### config.mk
export PLATFORM = sky130hd
export DESIGN_NAME = key_bcd_editor
export DESIGN_NICKNAME = d
export VERILOG_FILES = /design/src/rtl/key_ui_defs_pkg.sv /design/src/rtl/bcd_to_seg7.sv /design/src/rtl/key_bcd_editor.sv
export SDC_FILE = /design/constraint.sdc
export NUM_CORES = 1
export LEC_CHECK = 0
export ABC_AREA = 1
export BUFFER_PORTS_ARGS = -buffer_cell sky130_fd_sc_hd__buf_2
export CELL_PAD_IN_SITES_DETAIL_PLACEMENT = 2
export CELL_PAD_IN_SITES_GLOBAL_PLACEMENT = 2
export CORE_MARGIN = 2
export CORE_UTILIZATION = 35
export DETAILED_ROUTE_END_ITERATION = 8
export PLACE_DENSITY = 0.81
export SETUP_SLACK_MARGIN = 0.15
export SLEW_MARGIN = 10
export SYNTH_ARGS = -nofsm -noshare
export SYNTH_HDL_FRONTEND = slang
export SYNTH_SLANG_ARGS = --single-unit
### constraint.sdc
create_clock -name clk_i -period 6.35 [get_ports clk_i]
set_input_delay 0.9525 -clock clk_i [delete_from_list [all_inputs] [get_ports clk_i]]
set_output_delay 0.9525 -clock clk_i [all_outputs]
set_load 0.05 [all_outputs]
### src/rtl/key_ui_defs_pkg.sv
// Shared definitions for the key-driven BCD editor: FSM state encodings,
// 7-segment patterns {dp,g,f,e,d,c,b,a} and digit wrap helpers.
package key_ui_defs_pkg;

    typedef enum logic [1:0] {
        ST_IDLE      = 2'd0,
        ST_EDIT_TENS = 2'd1,
        ST_EDIT_ONES = 2'd2
    } state_e;

    localparam int SEG_DP_BIT = 7;

    localparam logic [7:0] SEG_0     = 8'h3F;
    localparam logic [7:0] SEG_1     = 8'h06;
    localparam logic [7:0] SEG_2     = 8'h5B;
    localparam logic [7:0] SEG_3     = 8'h4F;
    localparam logic [7:0] SEG_4     = 8'h66;
    localparam logic [7:0] SEG_5     = 8'h6D;
    localparam logic [7:0] SEG_6     = 8'h7D;
    localparam logic [7:0] SEG_7     = 8'h07;
    localparam logic [7:0] SEG_8     = 8'h7F;
    localparam logic [7:0] SEG_9     = 8'h6F;
    localparam logic [7:0] SEG_BLANK = 8'h00;

    // Digits live in 4 bits; wrap is a compare against the digit's max, no carry.
    function automatic logic [3:0] digit_inc(input logic [3:0] d, input logic [3:0] max);
        return (d >= max) ? 4'd0 : d + 4'd1;
    endfunction

    function automatic logic [3:0] digit_dec(input logic [3:0] d, input logic [3:0] max);
        return (d == 4'd0) ? max : d - 4'd1;
    endfunction

endpackage

### src/rtl/bcd_to_seg7.sv
// BCD digit to active-high 7-segment pattern with decimal point; blank
// forces every segment, including dp, off.
module bcd_to_seg7
    import key_ui_defs_pkg::*;
(
    input  logic [3:0] bcd_i,
    input  logic       dp_i,
    input  logic       blank_i,
    output logic [7:0] seg_o
);

    logic [7:0] pattern;

    always_comb begin
        pattern = SEG_BLANK;
        case (bcd_i)
            4'd0:    pattern = SEG_0;
            4'd1:    pattern = SEG_1;
            4'd2:    pattern = SEG_2;
            4'd3:    pattern = SEG_3;
            4'd4:    pattern = SEG_4;
            4'd5:    pattern = SEG_5;
            4'd6:    pattern = SEG_6;
            4'd7:    pattern = SEG_7;
            4'd8:    pattern = SEG_8;
            4'd9:    pattern = SEG_9;
            default: pattern = SEG_BLANK;
        endcase
        seg_o             = pattern;
        seg_o[SEG_DP_BIT] = dp_i;
        if (blank_i) begin
            seg_o = SEG_BLANK;
        end
    end

endmodule

### src/rtl/key_bcd_editor.sv
// Three-key editor for a two-digit BCD value: select steps tens -> ones -> commit,
// up/down wrap the selected digit, which blinks; idle edits time out without commit.
//
//  state        | meaning
//  ST_IDLE      | showing committed value, up/down ignored
//  ST_EDIT_TENS | up/down change working tens digit, tens blinks
//  ST_EDIT_ONES | up/down change working ones digit, ones blinks; select commits
module key_bcd_editor
    import key_ui_defs_pkg::*;
#(
    parameter int CLK_HZ    = 12_000_000,
    parameter int BLINK_HZ  = 2,
    parameter int TENS_MAX  = 9,
    parameter int ONES_MAX  = 9,
    parameter int TIMEOUT_S = 10
) (
    input  logic       clk_i,
    input  logic       rst_i,
    input  logic [2:0] key_pulse_i,
    output logic [7:0] value_bcd_o,
    output logic       commit_o,
    output logic       editing_o,
    output logic [7:0] seg_tens_o,
    output logic [7:0] seg_ones_o
);

    localparam int BLINK_HALF = CLK_HZ / (2 * BLINK_HZ);
    localparam int BLINK_LOAD = (BLINK_HALF > 1) ? BLINK_HALF - 1 : 0;
    localparam int BLINK_W    = (BLINK_LOAD > 0) ? $clog2(BLINK_LOAD + 1) : 1;
    localparam int TMO_CYC    = TIMEOUT_S * CLK_HZ;
    localparam int TMO_LOAD   = (TMO_CYC > 1) ? TMO_CYC - 1 : 0;
    localparam int TMO_W      = (TMO_LOAD > 0) ? $clog2(TMO_LOAD + 1) : 1;
    localparam logic [3:0] T_MAX = 4'(TENS_MAX);
    localparam logic [3:0] O_MAX = 4'(ONES_MAX);

    state_e             state_q, state_d;
    logic [7:0]         committed_q, committed_d;
    logic [7:0]         working_q, working_d;
    logic               commit_q, commit_d;
    logic [BLINK_W-1:0] blink_cnt_q, blink_cnt_d;
    logic               blink_on_q, blink_on_d;
    logic [TMO_W-1:0]   tmo_cnt_q, tmo_cnt_d;

    logic key_sel, key_up, key_dn;
    logic blink_restart, tmo_clear, timeout_hit;

    assign key_sel     = key_pulse_i[2];
    assign key_up      = key_pulse_i[0] & ~key_pulse_i[2];
    assign key_dn      = key_pulse_i[1] & ~key_pulse_i[0] & ~key_pulse_i[2];
    assign timeout_hit = (TIMEOUT_S != 0) && (tmo_cnt_q == '0);

    always_ff @(posedge clk_i or posedge rst_i) begin
        if (rst_i) begin
            state_q     <= ST_IDLE;
            committed_q <= 8'h00;
            working_q   <= 8'h00;
            commit_q    <= 1'b0;
            blink_cnt_q <= '0;
            blink_on_q  <= 1'b1;
            tmo_cnt_q   <= '0;
        end else begin
            state_q     <= state_d;
            committed_q <= committed_d;
            working_q   <= working_d;
            commit_q    <= commit_d;
            blink_cnt_q <= blink_cnt_d;
            blink_on_q  <= blink_on_d;
            tmo_cnt_q   <= tmo_cnt_d;
        end
    end

    always_comb begin
        state_d       = state_q;
        committed_d   = committed_q;
        working_d     = working_q;
        commit_d      = 1'b0;
        blink_restart = 1'b0;
        tmo_clear     = 1'b0;

        case (state_q)
            ST_IDLE: begin
                if (key_sel) begin
                    state_d       = ST_EDIT_TENS;
                    working_d     = committed_q;
                    blink_restart = 1'b1;
                    tmo_clear     = 1'b1;
                end
            end
            ST_EDIT_TENS: begin
                tmo_clear     = key_sel | key_up | key_dn;
                blink_restart = tmo_clear;
                if (key_sel) begin
                    state_d = ST_EDIT_ONES;
                end else if (key_up) begin
                    working_d[7:4] = digit_inc(working_q[7:4], T_MAX);
                end else if (key_dn) begin
                    working_d[7:4] = digit_dec(working_q[7:4], T_MAX);
                end else if (timeout_hit) begin
                    state_d = ST_IDLE;
                end
            end
            ST_EDIT_ONES: begin
                tmo_clear     = key_sel | key_up | key_dn;
                blink_restart = key_up | key_dn;
                if (key_sel) begin
                    state_d     = ST_IDLE;
                    committed_d = working_q;
                    commit_d    = 1'b1;
                end else if (key_up) begin
                    working_d[3:0] = digit_inc(working_q[3:0], O_MAX);
                end else if (key_dn) begin
                    working_d[3:0] = digit_dec(working_q[3:0], O_MAX);
                end else if (timeout_hit) begin
                    state_d = ST_IDLE;
                end
            end
            default: state_d = ST_IDLE;
        endcase

        // Blink and timeout counters only run while an edit state is held.
        if (state_d == ST_IDLE) begin
            blink_cnt_d = '0;
            blink_on_d  = 1'b1;
            tmo_cnt_d   = '0;
        end else begin
            if (blink_restart) begin
                blink_cnt_d = BLINK_W'(BLINK_LOAD);
                blink_on_d  = 1'b1;
            end else if (blink_cnt_q == '0) begin
                blink_cnt_d = BLINK_W'(BLINK_LOAD);
                blink_on_d  = ~blink_on_q;
            end else begin
                blink_cnt_d = blink_cnt_q - 1'b1;
                blink_on_d  = blink_on_q;
            end
            if (tmo_clear) begin
                tmo_cnt_d = TMO_W'(TMO_LOAD);
            end else if (tmo_cnt_q != '0) begin
                tmo_cnt_d = tmo_cnt_q - 1'b1;
            end else begin
                tmo_cnt_d = tmo_cnt_q;
            end
        end
    end

    logic [7:0] disp_val;
    logic       dp_tens, dp_ones, blank_tens, blank_ones;

    always_comb begin
        disp_val   = committed_q;
        dp_tens    = 1'b0;
        dp_ones    = 1'b0;
        blank_tens = 1'b0;
        blank_ones = 1'b0;
        case (state_q)
            ST_EDIT_TENS: begin
                disp_val   = working_q;
                dp_tens    = 1'b1;
                blank_tens = ~blink_on_q;
            end
            ST_EDIT_ONES: begin
                disp_val   = working_q;
                dp_ones    = 1'b1;
                blank_ones = ~blink_on_q;
            end
            default: ;
        endcase
    end

    bcd_to_seg7 u_seg_tens (
        .bcd_i   (disp_val[7:4]),
        .dp_i    (dp_tens),
        .blank_i (blank_tens),
        .seg_o   (seg_tens_o)
    );

    bcd_to_seg7 u_seg_ones (
        .bcd_i   (disp_val[3:0]),
        .dp_i    (dp_ones),
        .blank_i (blank_ones),
        .seg_o   (seg_ones_o)
    );

    assign value_bcd_o = committed_q;
    assign commit_o    = commit_q;
    assign editing_o   = (state_q != ST_IDLE);

endmodule
==> metrics.txt <==
root buffer cell clkbuf_16; largest cells by area after synthesis dfrtp_1, nor2_1, inv_1, nand2_1, ha_1; Post-CTS Setup Bufs 0; area of the core 0.0133 mm^2; Seq/Total Area, Yosys 36.2%; Worst-Skew Late Latency approximately 360 ps; TritonRoute pass-1 iters 4; Min-Delay Path Class reg -> reg; FF-to-FF setup slack ~3300 ps; die height ~120 um; top-count cell post-synth nor2_1; Synth Cell Area about 0.0048 mm^2; layout cells sized above 1 roughly an eighth; relative slew slack between 30% and 40%; Max-Cap Viols 0; initial core utilization between 30 and 40%; top-area cell type share of the netlist area between 30% and 40%; DR iter-0 viols 107; FF-to-FF Start state_q[0]; post-detail-place hpwl around 11000 um; TritonCTS Buffers 9; area growth from synthesis to layout 13.6%; gr usage total between 20% and 30%; syn nets around 680; number of synthesized flops with an enable pin 0; initial antenna violation count 0; Congestion Overflow GR 0; origin of the worst min-delay path value_bcd_o[0]; synth unique cells 38; RePlAce Congestion a little over 0.8; Ports 31; clk_skew 12.5 ps; fin crit share 63.7%; Worst Hold Depth 2; asr flop ratio synth 100%; Ys Warns 0; status finished, final reports clean; # DRC 0; total vias in the final route 4482; Post-synth top flop dfrtp_1; Critical Path RT about 5400 ps; Routed WL about 15000 um; Die ar. roughly 0.015 mm^2; CP arrival 3090 ps; vias per inst just over 5; Tmin final 4040 ps; vias in the first global route roughly 5100; fmax around 250 MHz; Worst-path clk slew 60 ps; Final TNS setup 0 ps; routed len/inst between 15 and 20 um; cts hold-fix bufs 0; die width between 100 and 150 um; Seq cells post-synth between 60 and 70; peak fanout along the critical path 17; TritonCTS clock tree yes; CTS resizes 0; Final Net Count roughly 700; Diodes inserted 0; Fin. Hold Viols 0; syn avg cell area 7.29 um^2; type of origin of the critical path register; RSZ-0062 raised after global routing no; CTS Buffer Depth 2; r2r endpoint tmo_cnt_q[7]; Commonest cells post-synth nor2_1, inv_1, nand2_1, dfrtp_1, o21ai_0; cell accounting for the most synthesized area dfrtp_1; Setup Crit Path Kind reg -> out; Worst Hold Endpoint value_bcd_o[0]; Mapped Cells 654; Slew Viols, Final 0; row cnt 42; Routed Antenna Nets 0; Reg2Reg Depth 8; Clock Sinks 69; pin count of the biggest net entering global routing 70; H-tree depth 3; final setup vio count 0; CP endpoint kind output port; # port buffers 30; Worst Max-Slew Pin Slew approximately 940 ps; first-pass GRT wire length between 20000 and 30000 um
## critical path, stage by stage (launching register included)
cell and delay, ps:
dfrtp_1 380, inv_1 90, ha_1 540, o21ai_0 570, inv_1 180, ha_1 210
o21ai_0 290, nor2_1 90, nor2_1 100, buf_2 270
## routing by layer
layer / share of wire (%) / wire [um] / GRT usage [%] / vias to the layer above
li1: - / - / - / 2154
met1: 45 / 6740 / 27.1 / 2279
met4: 1.5 / 231 / 8.07 / 0
met2: 52 / 7790 / 41.2 / 36
met5: 0 / 0 / 0 / -
met3: 1.9 / 280 / 3.30 / 13
## registers in the layout, summed over array words and instances (netlist names)
name and count:
state_q 2, commit_o 1, working_q 8, blink_on_q 1, tmo_cnt_q 27, blink_cnt_q 22, value_bcd_o 8
## kinds of logic (layout without fill, tap and decap cells)
family          after synthesis  count (layout)  share of synthesized area (%)
simple gates                297             297                           27.4
buf+inv                     125             161                           10.4
compound gates              110             110                           14.5
flops                        69              69                           36.2
xor+xnor                     31              31                           5.69
fa+ha+maj                    22              22                           5.77
## through the flow
step	cells	setup WS [ps]	hold WS [ps]	area [um^2]	util [%]
after floorplan	654	2790	485	4770	-
after global placement	851	2940	504	5090	38.3
after detailed placement	851	2710	535	5090	38.3
after CTS	866	2280	556	5420	40.8
after global routing	866	2010	579	5420	40.8
final	866	2310	543	5420	40.8
## cells in the final DEF, fill, tap and decap left out, types with 2 or more instances in the layout
cell type	count
or2_2	4
o22ai_1	2
nand2_2	7
nor3_4	2
dfrtp_1	68
clkbuf_8	3
o21ai_2	2
nand4_1	9
nor3_1	17
nand3_1	39
nor2_2	6
ha_1	22
xnor2_1	6
xor2_1	25
o211ai_1	18
nor2_1	114
a31oi_1	3
clkbuf_16	9
o21ai_0	53
bufinv_16	2
clkinv_1	2
nand2_1	94
inv_1	105
o211ai_2	6
buf_2	30
inv_2	7
a21oi_1	22
## final cells by class
cell class / instances / area, um^2
flip-flops and latches: 69 / 1730
well taps: 176 / 220
repair buffers: 31 / 158
clock buffers: 12 / 267
multi-input cells: 460 / 2550
fillers: 1576 / 7880
inverters: 115 / 434
clock inverters: 3 / 67.6
## how the worst max path moves through the flow
stage	endpoint	from	cells after the start
2_1_floorplan	seg_ones_o[3]	state_q[0]	10
3_3_place_gp	seg_ones_o[4]	state_q[0]	10
3_5_place_dp	seg_tens_o[4]	state_q[1]	10
4_1_cts	seg_tens_o[4]	state_q[0]	10
5_1_grt	seg_ones_o[6]	state_q[0]	9
6_report	seg_tens_o[3]	state_q[0]	9
Power is not shown: default switching activity piles up to over one toggle a cycle in this logic, so the estimate is an artifact.
